[src/rtl/spi_rx_pkg.sv]
// Shared types and field widths for the SPI write receiver.
package spi_rx_pkg;

    localparam int CMD_W   = 8;
    localparam int ADDR_W  = 24;
    localparam int DATA_W  = 32;
    localparam int FRAME_W = CMD_W + ADDR_W + DATA_W;
    localparam int CNT_W   = 6;

    localparam logic [CMD_W-1:0] WRITE_CMD_DEFAULT = 8'hA4;

    typedef enum logic [2:0] {
        IDLE,
        CMD,
        ADDR,
        DATA,
        HOLD
    } rx_state_e;

endpackage

[src/rtl/spi_rx_shifter.sv]
// MSB-first frame shift register and bit counter for the SPI receiver.
module spi_rx_shifter
    import spi_rx_pkg::*;
(
    input  logic               sck,
    input  logic               rst,
    input  logic               clear_i,
    input  logic               shift_en_i,
    input  logic               bit_i,
    output logic [FRAME_W-1:0] frame_o,
    output logic [CNT_W-1:0]   count_o
);

    logic [FRAME_W-1:0] shift_q, shift_d;
    logic [CNT_W-1:0]   count_q, count_d;

    always_comb begin
        shift_d = shift_q;
        count_d = count_q;
        if (clear_i) begin
            shift_d = '0;
            count_d = '0;
        end else if (shift_en_i) begin
            shift_d = {shift_q[FRAME_W-2:0], bit_i};
            count_d = count_q + CNT_W'(1);
        end
    end

    always_ff @(posedge sck or posedge rst) begin
        if (rst) begin
            shift_q <= '0;
            count_q <= '0;
        end else begin
            shift_q <= shift_d;
            count_q <= count_d;
        end
    end

    // While shifting, expose the frame including the bit being sampled now,
    // so the last bit can be committed on the same edge that samples it.
    assign frame_o = shift_en_i ? {shift_q[FRAME_W-2:0], bit_i} : shift_q;
    assign count_o = count_q;

endmodule

[src/rtl/spi_receiver.sv]
// SPI write receiver: 8-bit command, 24-bit address, 32-bit data per cs frame.
// Define SPI_RX_FRAME_ERR_EN to add the frame_err_out abort/bad-command pulse.
module spi_receiver
    import spi_rx_pkg::*;
#(
    parameter logic [CMD_W-1:0] WRITE_CMD = WRITE_CMD_DEFAULT
) (
    input  logic              sck,
    input  logic              rst,
    input  logic              cs,
    input  logic              copi,
    output logic              wr_en_out,
    output logic [ADDR_W-1:0] wr_address_out,
    output logic [DATA_W-1:0] wr_data_out
`ifdef SPI_RX_FRAME_ERR_EN
    ,
    output logic              frame_err_out
`endif
);

    localparam logic [CNT_W-1:0] CMD_LAST   = CNT_W'(CMD_W - 1);
    localparam logic [CNT_W-1:0] ADDR_LAST  = CNT_W'(CMD_W + ADDR_W - 1);
    localparam logic [CNT_W-1:0] FRAME_LAST = CNT_W'(FRAME_W - 1);

    rx_state_e          state_q, state_d;
    logic               armed_q;
    logic               shift_en, clear, commit;
    logic [FRAME_W-1:0] frame;
    logic [CNT_W-1:0]   count;
    logic               wr_en_q, wr_en_d;
    logic [ADDR_W-1:0]  wr_addr_q, wr_addr_d;
    logic [DATA_W-1:0]  wr_data_q, wr_data_d;
`ifdef SPI_RX_FRAME_ERR_EN
    logic               frame_err_q, frame_err_d;
`endif

    spi_rx_shifter u_shifter (
        .sck        (sck),
        .rst        (rst),
        .clear_i    (clear),
        .shift_en_i (shift_en),
        .bit_i      (copi),
        .frame_o    (frame),
        .count_o    (count)
    );

    // armed_q blocks a frame already in flight across reset from being taken
    // as new; a high cs sample must be seen first.
    always_ff @(posedge sck or posedge rst) begin
        if (rst) begin
            state_q <= IDLE;
            armed_q <= 1'b0;
        end else begin
            state_q <= state_d;
            armed_q <= armed_q | cs;
        end
    end

    always_comb begin
        state_d   = state_q;
        shift_en  = 1'b0;
        clear     = 1'b0;
        commit    = 1'b0;
`ifdef SPI_RX_FRAME_ERR_EN
        frame_err_d = 1'b0;
`endif
        if (cs) begin
            state_d = IDLE;
            clear   = 1'b1;
`ifdef SPI_RX_FRAME_ERR_EN
            frame_err_d = (state_q == CMD) || (state_q == ADDR) || (state_q == DATA);
`endif
        end else begin
            unique case (state_q)
                IDLE: begin
                    if (armed_q) begin
                        state_d  = CMD;
                        shift_en = 1'b1;
                    end
                end
                CMD: begin
                    shift_en = 1'b1;
                    if (count == CMD_LAST) state_d = ADDR;
                end
                ADDR: begin
                    shift_en = 1'b1;
                    if (count == ADDR_LAST) state_d = DATA;
                end
                DATA: begin
                    shift_en = 1'b1;
                    if (count == FRAME_LAST) begin
                        state_d = HOLD;
                        commit  = (frame[FRAME_W-1 -: CMD_W] == WRITE_CMD);
`ifdef SPI_RX_FRAME_ERR_EN
                        frame_err_d = (frame[FRAME_W-1 -: CMD_W] != WRITE_CMD);
`endif
                    end
                end
                HOLD: begin
                end
                default: state_d = IDLE;
            endcase
        end

        wr_en_d   = commit;
        wr_addr_d = commit ? frame[DATA_W +: ADDR_W] : wr_addr_q;
        wr_data_d = commit ? frame[DATA_W-1:0]       : wr_data_q;
    end

    always_ff @(posedge sck or posedge rst) begin
        if (rst) begin
            wr_en_q   <= 1'b0;
            wr_addr_q <= '0;
            wr_data_q <= '0;
        end else begin
            wr_en_q   <= wr_en_d;
            wr_addr_q <= wr_addr_d;
            wr_data_q <= wr_data_d;
        end
    end

`ifdef SPI_RX_FRAME_ERR_EN
    always_ff @(posedge sck or posedge rst) begin
        if (rst) frame_err_q <= 1'b0;
        else     frame_err_q <= frame_err_d;
    end

    assign frame_err_out = frame_err_q;
`endif

    assign wr_en_out      = wr_en_q;
    assign wr_address_out = wr_addr_q;
    assign wr_data_out    = wr_data_q;

endmodule

[config.mk]
export PLATFORM = sky130hd
export DESIGN_NAME = spi_receiver
export DESIGN_NICKNAME = d
export VERILOG_FILES = /design/src/rtl/spi_rx_pkg.sv /design/src/rtl/spi_rx_shifter.sv /design/src/rtl/spi_receiver.sv
export SDC_FILE = /design/constraint.sdc
export NUM_CORES = 1
export LEC_CHECK = 0
export ABC_AREA = 1
export ABC_CLOCK_PERIOD_IN_PS = 4300
export CAP_MARGIN = 20
export CORE_UTILIZATION = 39
export DETAILED_ROUTE_END_ITERATION = 7
export DONT_BUFFER_PORTS = 1
export PLACE_DENSITY_LB_ADDON = 0.3
export SLEW_MARGIN = 5
export SYNTH_ARGS = -nofsm -noshare
export SYNTH_HDL_FRONTEND = slang
export SYNTH_HIERARCHICAL = 1
export SYNTH_SLANG_ARGS = --single-unit
[constraint.sdc]
create_clock -name sck -period 4.3 [get_ports sck]
set_clock_uncertainty 0.15 [all_clocks]
set_input_delay 0.215 -clock sck [delete_from_list [all_inputs] [get_ports sck]]
set_output_delay 0.215 -clock sck [all_outputs]
set_load 0.05 [all_outputs]
==> results of run 1 <==
## final timing paths
kind                             from                    end  slack, ps
min                                cs  u_shifter/shift_q[51]         60
max                        state_q[0]     wr_address_out[20]       1260
min reg2reg                   armed_q                armed_q        360
max reg2reg                state_q[0]     wr_address_out[20]       1260
max in group asynchronous         rst  u_shifter/shift_q[61]       2710
min in group asynchronous         rst         wr_data_out[0]        180
## per-layer routing
layer  global-route usage  vias to the layer above
met1                0.215                     2137
li1                     -                     2171
met4               0.0469                        0
met5                    0                        -
met2                0.264                       80
met3               0.0540                        9
## state kept, by name (all words and copies together) (netlist names)
| name | flops |
|---|---|
| state_q | 3 |
| u_shifter/count_o | 6 |
| u_shifter/shift_q | 64 |
| wr_data_out | 32 |
| wr_en_out | 1 |
| wr_address_out | 24 |
| armed_q | 1 |
## layout by cell type (no fill, tap or decap)
master         count
a21oi_1           17
nand3_1           65
nor2_2             1
clkbuf_16         17
bufinv_16          2
nand2_1          280
nor3_1             2
buf_16             1
a211oi_4           1
buf_4              7
nand4_1            2
a21oi_2           50
dfrtp_1          131
o21ai_0            3
nand3b_1           1
nor3_4             1
or2_2              1
nand2_2           51
clkbuf_1           5
dlygate4sd3_1      2
clkbuf_8           2
clkinv_2           5
inv_1             14
inv_2              5
ha_1               1
nor2_1            24
xnor2_1            1
## cell families (layout without fill, tap and decap cells)
| group | Yosys count | in the layout | share of synthesized area |
|---|---|---|---|
| and+or+nand+nor | 428 | 428 | 0.302 |
| xor gates and xnor gates | 1 | 1 | 0.00144 |
| adders and majority gates | 1 | 1 | 0.00206 |
| AOI/OAI and AO/OA | 71 | 71 | 0.0897 |
| DFF | 131 | 131 | 0.539 |
| buffers and inverters | 60 | 60 | 0.0662 |
## report_power, final
part | switching, mW | total (mW) | internal [mW] | leakage, nW
Combinational | 0.149 | 0.199 | 0.0501 | 1.41
Clock | 0.495 | 1.37 | 0.873 | 0.274
Sequential | 0.0155 | 1.26 | 1.25 | 1.82
## layout make-up
cell class / instances / area share
clock buffers: 24 / 0.0708
clock inverters: 6 / 0.0120
inverters: 20 / 0.0115
multi-input cells: 501 / 0.364
flip-flops and latches: 131 / 0.492
well taps: 188 / 0.0353
repair buffers: 10 / 0.0150
## critical path, stage by stage (launching register included)
cell,delay (ps)
dfrtp_1,400
nor2_1,120
a211oi_4,240
buf_4,620
nand2_1,160
nand2_1,100
nand3b_1,120
nor3_4,200
buf_4,500
nand3_1,210
nand2_1,120
## synthesized netlist by cell type, types with 3 or more instances
master,instances
dfrtp_1,131
a21oi_1,17
buf_2,13
clkbuf_1,9
buf_6,6
nand3_1,65
buf_12,5
inv_1,17
o21ai_0,3
a21oi_2,50
nor2_1,24
nand2_1,281
nand2_2,50
buf_4,6
## what timing repair did
| action | in CTS | in global routing |
|---|---|---|
| buffers inserted | 0 | 0 |
| hold endpoints to repair | 135 | 0 |
| hold buffers | 3 | 0 |
## per-stage QoR
step	utilization	instance area (um^2)	std cells	power, mW	worst slack (ps)
6_report	0.438	6670	880	2.83	1260
3_3_place_gp	0.399	6070	847	1.46	1350
4_1_cts	0.438	6670	880	2.86	1230
3_5_place_dp	0.399	6070	847	1.47	1260
2_1_floorplan	-	6080	692	1.47	2000
5_1_grt	0.438	6670	880	2.94	938
==> flow_summary.toml, run 1 <==
[timing]
min_period_ps = 3040
maxSlewViolCount = 0
worst_pin_slew_ps = 866
maxSlewHeadroom = 0.422
fmax_ghz = 0.329
fin_crit_sh = 0.708
fin_setup_tns_ps = 0
hold_violations = 0
rsz0062_at_grt = "false"
hold_ws_ps = 59.4
setup_violations = 0

[synthesis]
synth_cell_types = 26
synth_edf_count = 0
synth_seq_cells = 131
yosysSeqAreaShare = 0.539
yosysWarnings = 6
avgSynthCellArea_um2 = 8.79
synth_top_area_share = 0.539
synth_top_cell_by_area = "dfrtp_1"
synthFlopType = "dfrtp_1"
syn-cell-area_um2 = 6080
synthCells = 692
async_flop_share = 1.00
synthTopCellsByArea = "dfrtp_1 54%, nand2_1 17%, a21oi_2 7.2%"
synth_nets = 697

[global_route]
antenna_found_initial = 0
globalRouteOverflowTotal = 0
grt_pass1_wl_mm = 21.0
grt_pass1_vias = 4432
grt_use_total = 0.165
grt_max_degree = 72

[job]
maxCapViolations = 0

[cts]
cts_sinks = 131
cts_tree = "built"
clk_pin_slew_ps = 60
clk_latency_ps = 410
cts_made_buffers = 17
ctsResizeCount = 0
cts_root_buf = "clkbuf_16"
clockBufferDepth = 2
htreeDepth = 4

[power_and_ir_drop]
p_leak_nw = 3.50
p_per_area_nw_per_um2 = 425
vdd_drop_max_uv = 276

[floorplan]
ios = 61
die-area_um2 = 16100
coreArea_um2 = 15200
die_y_um = 127
fp.dieW_um = 127
start_util = 0.400
num_rows = 45

[drt]
dr_total_vias = 4397
totalWireLength_mm = 12.2
ant_nets = 0
post_drt_wl_per_cell_um = 13.8
drt_iter0_drc = 340
dr_wl_met2_mm = 5.58
top_layer = "met4"
drc_errors = 0
drtPass1Iterations = 4
drt-met1-wl_mm = 5.97
avgViaCountPerCell = 5.00
wl_met3_um = 523

[outcome]
status = "finished clean"

[critical_path]
critPathMaxFanout = 71
end_kind = "flop"
startpoint_type = "flop"
cp.arrival_ps = 3240
r2r_cells = 10
crit_type = "reg -> reg"
crit_required_ps = 4490

[finish]
antenna_cells = 0
finalNetCount = 686
multiInputGateArea_um2 = 2420
layout-drive-gt1-share = 0.208
area_growth_pct = 9.56
register_area_um2 = 3280
nFillCells = 1479

[min_path]
hp-class = "in -> reg"
holdPathStages = 2

[placed_design]
hpwlAfterDp_mm = 7.33
globalplace.congestion = 0.731
portBuffers = 0
(Power assumes the default switching activity.)
==> run 2, diff against run 1 <==
--- a/config.mk
+++ b/config.mk
@@ -6,7 +6,7 @@
 export NUM_CORES = 1
 export LEC_CHECK = 0
 export ABC_AREA = 1
-export ABC_CLOCK_PERIOD_IN_PS = 4300
+export ABC_CLOCK_PERIOD_IN_PS = 3200
 export CAP_MARGIN = 20
 export CORE_UTILIZATION = 39
 export DETAILED_ROUTE_END_ITERATION = 7
==> constraint.sdc (replaced) <==
create_clock -name sck -period 3.2 [get_ports sck]
set_clock_uncertainty 0.15 [all_clocks]
set_input_delay 0.16 -clock sck [delete_from_list [all_inputs] [get_ports sck]]
set_output_delay 0.16 -clock sck [all_outputs]
set_load 0.05 [all_outputs]
==> flow_summary.toml, run 2 (synthesis results as in run 1) <==
[finish]
layout-drive-gt1-share = 0.218
antenna_cells = 0
area_growth_pct = 11.2
layout_common_cells = "280 x nand2_1, 131 x dfrtp_1, 65 x nand3_1"
final_cells = 885
largest_reg_flops = 64
nFillCells = 1490
top_register = "u_shifter/shift_q"
finalNetCount = 689
mostFrequentLayoutCell = "nand2_1"

[global_route]
grt_pass1_vias = 4519
globalRouteOverflowTotal = 0
grt_pass1_wl_mm = 21.5
antenna_found_initial = 0
grt_max_degree = 71
grt_use_total = 0.170

[drt]
totalWireLength_mm = 12.3
avgViaCountPerCell = 4.94
drt_iter0_drc = 362
ant_nets = 0
dr_total_vias = 4375
post_drt_wl_per_cell_um = 13.9
drtPass1Iterations = 7
drt-met1-wl_mm = 5.90
drc_errors = 0
dr_wl_met2_mm = 5.63
top_layer = "met4"
wl_met3_um = 598

[critical_path]
r2r_start = "state_q[0]"
critPathMaxFanout = 51
startpoint_type = "flop"
cp-startpoint = "state_q[0]"
crit_type = "reg -> reg"
cp.arrival_ps = 3000
crit_required_ps = 3410
end_kind = "flop"

[timing]
fin_setup_tns_ps = 0
rsz0062_at_grt = "false"
min_period_ps = 2790
maxSlewHeadroom = 0.397
fmax_ghz = 0.358
setup_violations = 0
hold_violations = 0
worst_pin_slew_ps = 904
fin_crit_sh = 0.872
maxSlewViolCount = 0

[min_path]
worstHoldStart = "cs"
hp-class = "in -> reg"

[cts]
cts_tree = "built"
clk_pin_slew_ps = 60
cts_sinks = 131
htreeDepth = 4
ctsResizeCount = 0
cts_root_buf = "clkbuf_16"
cts_made_buffers = 17
clockBufferDepth = 2
clk_latency_ps = 420

[floorplan]
die_y_um = 127
start_util = 0.400
fp.dieW_um = 127
num_rows = 45
coreArea_um2 = 15200
die-area_um2 = 16100
ios = 61

[power_and_ir_drop]
p_per_area_nw_per_um2 = 583
vdd_drop_max_uv = 399
p_leak_nw = 3.54
power_mw = 3.95

[placed_design]
hpwlAfterDp_mm = 7.35
globalplace.congestion = 0.774
dp.cells = 848
portBuffers = 0

[outcome]
status = "finished clean"

[job]
maxCapViolations = 0
## run 2: area by class of cell
cell class | instances | area (um^2) | share of cell area
Sequential cell | 131 | 3280 | 0.485
Multi-Input combinational cell | 501 | 2420 | 0.358
Clock buffer | 19 | 453 | 0.0670
Tap cell | 188 | 235 | 0.0348
Clock inverter | 13 | 158 | 0.0233
Timing Repair Buffer | 13 | 140 | 0.0207
Inverter | 20 | 76.3 | 0.0113
## run 2: critical path, cell delays in order, from the launching register on
cell and delay [ps]:
dfrtp_1 410, nor2_1 310, a211oi_4 120, clkinv_2 220
buf_4 670, nand2_2 120, a21oi_2 140, dlygate4sd3_1 550
## run 2: final timing paths
check | cells after the start | slack, ps | end
min in group asynchronous | 2 | 270 | wr_data_out[23]
hold reg to reg | 2 | 370 | armed_q
setup reg to reg | 7 | 410 | u_shifter/shift_q[52]
hold / removal | 4 | 50 | u_shifter/shift_q[6]
max in group asynchronous | 3 | 1830 | wr_data_out[13]
setup / recovery | 7 | 410 | u_shifter/shift_q[52]
## run 2: power breakdown
group          switching [mW]  total, mW  internal, mW
Combinational           0.202      0.272        0.0698
Sequential             0.0195       1.69          1.68
Clock                   0.719       1.98          1.26
Total                   0.941       3.95          3.01
## run 2: timing repair
item | 4_1_cts | 5_1_grt
endpoints found under the setup margin | 0 | 0
endpoints found under the hold margin | 185 | 0
setup buffers | 0 | 0
hold buffers | 5 | 0
## run 2: metal layers
| layer | track usage | vias up |
|---|---|---|
| li1 | - | 2191 |
| met1 | 0.215 | 2083 |
| met2 | 0.270 | 85 |
| met3 | 0.0540 | 16 |
| met4 | 0.0714 | 0 |
| met5 | 0 | - |
## run 2: metrics by stage
| step | instance area [um^2] | hold WS [ps] | util | worst slack (ps) |
|---|---|---|---|---|
| 2_1_floorplan | 6080 | 174 | - | 901 |
| 3_5_place_dp | 6090 | 95.0 | 0.400 | 429 |
| 4_1_cts | 6760 | 28.3 | 0.445 | 399 |
| 5_1_grt | 6760 | 62.4 | 0.445 | 134 |
| 3_3_place_gp | 6090 | 94.0 | 0.400 | 527 |
| 6_report | 6760 | 46.5 | 0.445 | 409 |
==> run 3, diff against run 2 <==
==> constraint.sdc (replaced) <==
create_clock -name sck -period 3.2 [get_ports sck]
set_clock_uncertainty 0.15 [all_clocks]
set_input_delay 0.64 -clock sck [delete_from_list [all_inputs] [get_ports sck]]
set_output_delay 0.64 -clock sck [all_outputs]
set_load 0.05 [all_outputs]
==> flow_summary.toml, run 3 (synthesis results as in run 1) <==
[finish]
top_register = "u_shifter/shift_q"
antenna_cells = 0
design_area_um2 = 6750
fin_util = 0.444
layout-drive-gt1-share = 0.218
finalNetCount = 685
mostFrequentLayoutCell = "nand2_1"
area_growth_pct = 11.0
layout_common_cells = "280 x nand2_1, 131 x dfrtp_1, 65 x nand3_1"
final_cells = 881
nFillCells = 1451
largest_reg_flops = 64

[timing]
min_period_ps = 2870
worst_pin_slew_ps = 688
setup_ws_ps = 329
hold_violations = 0
hold_ws_ps = 53.6
fmax_ghz = 0.348
setup_violations = 0
rsz0062_at_grt = "false"
maxSlewViolCount = 0
fin_crit_sh = 0.897
maxSlewHeadroom = 0.540
fin_setup_tns_ps = 0

[drt]
avgViaCountPerCell = 4.96
dr_total_vias = 4373
ant_nets = 0
post_drt_wl_per_cell_um = 13.6
drc_errors = 0
drtPass1Iterations = 4
drt_iter0_drc = 253
totalWireLength_mm = 12.0

[floorplan]
fp.dieW_um = 127
ios = 61
die_y_um = 127
die-area_um2 = 16100
start_util = 0.400
coreArea_um2 = 15200
num_rows = 45

[placed_design]
dpl_cell_area_um2 = 6130
hpwlAfterDp_mm = 7.62
portBuffers = 0
place_worst_setup_slack_ps = 334
dp.cells = 849
globalplace.congestion = 0.746

[power_and_ir_drop]
p_comb_frac = 0.065
p_int_mw = 3.04
netSwitchingFraction = 0.226
pwr-share-clk = 0.503
p_per_area_nw_per_um2 = 582
p_leak_nw = 3.54
vdd_drop_max_uv = 441
seq_power_share = 0.432
power_mw = 3.93
p_switching_uw = 886

[critical_path]
critPathMaxFanout = 56
crit_type = "reg -> reg"
end_kind = "flop"
startpoint_type = "flop"
cp.arrival_ps = 3070
crit_required_ps = 3400

[global_route]
grt_use_total = 0.168
grt.busiest_layer = "met2"
grt_pass1_wl_mm = 21.3
antenna_found_initial = 0
met1_usage = 0.208
grt_util_met2 = 0.274
grt_pass1_vias = 4561
globalRouteOverflowTotal = 0
grt_max_degree = 72
met3_usage = 0.0557

[cts]
cts_made_buffers = 17
cts_root_buf = "clkbuf_16"
cts_tree = "built"
ctsResizeCount = 0
postCtsHoldBufs = 0
clk_latency_ps = 410
clockBufferDepth = 2
post_cts_buffers = 0
clk_pin_slew_ps = 60
htreeDepth = 4
cts_sinks = 131

[outcome]
status = "finished clean"

[min_path]
hp-class = "in -> async"

[job]
maxCapViolations = 0
[run 3: cell count changes in the layout (fill, tap and decap cells not counted), sizes merged]
cell         delta
clkinv          -2
clkinvlp        -2
dlygate4sd3     -4
inv             -1
bufinv          -1
clkbuf          +6
[run 3: critical path, cell delays in order (launching register included)]
cell and delay [ps]:
dfrtp_1 420, nor2_1 300, a211oi_4 130, clkinv_2 130
buf_4 360, nand2_1 140, nand2_1 90, nand3b_1 120
nor3_4 210, buf_4 480, nand3_1 170, nand2_1 100
[run 3: layout make-up]
type | count | area [um^2] | area share
sequential | 131 | 3280 | 0.486
multi-input combinational | 501 | 2420 | 0.359
clock buffer | 25 | 526 | 0.0778
tap | 188 | 235 | 0.0348
timing repair buffer | 9 | 118 | 0.0174
clock inverter | 7 | 93.8 | 0.0139
inverter | 20 | 76.3 | 0.0113
[run 3: path summary, 6_finish.rpt]
| check | end | slack (ps) | depth (start not counted) | startpoint |
|---|---|---|---|---|
| worst min-delay path | wr_data_out[1] | 50 | 1 | rst |
| max in group asynchronous | u_shifter/shift_q[13] | 2170 | 2 | rst |
| worst max register to register | wr_address_out[9] | 330 | 11 | state_q[0] |
| worst max-delay path | wr_address_out[9] | 330 | 11 | state_q[0] |
| min in group sck | u_shifter/shift_q[8] | 170 | 1 | cs |
| worst min register to register | armed_q | 370 | 2 | armed_q |
[run 3: power by group through the flow]
stage          Combinational, mW  Clock [mW]  Sequential (mW)
2_1_floorplan              0.255           0             1.72
3_3_place_gp               0.252           0             1.72
3_5_place_dp               0.260           0             1.72
4_1_cts                    0.260        2.03             1.70
5_1_grt                    0.293        2.11             1.70
6_report                   0.256        1.97             1.70
[run 3: metal layers]
| layer | vias to the layer above | part of all wire |
|---|---|---|
| li1 | 2170 | - |
| met1 | 2103 | 0.48 |
| met2 | 86 | 0.47 |
| met3 | 14 | 0.046 |
| met4 | 0 | 0.013 |
| met5 | - | 0 |
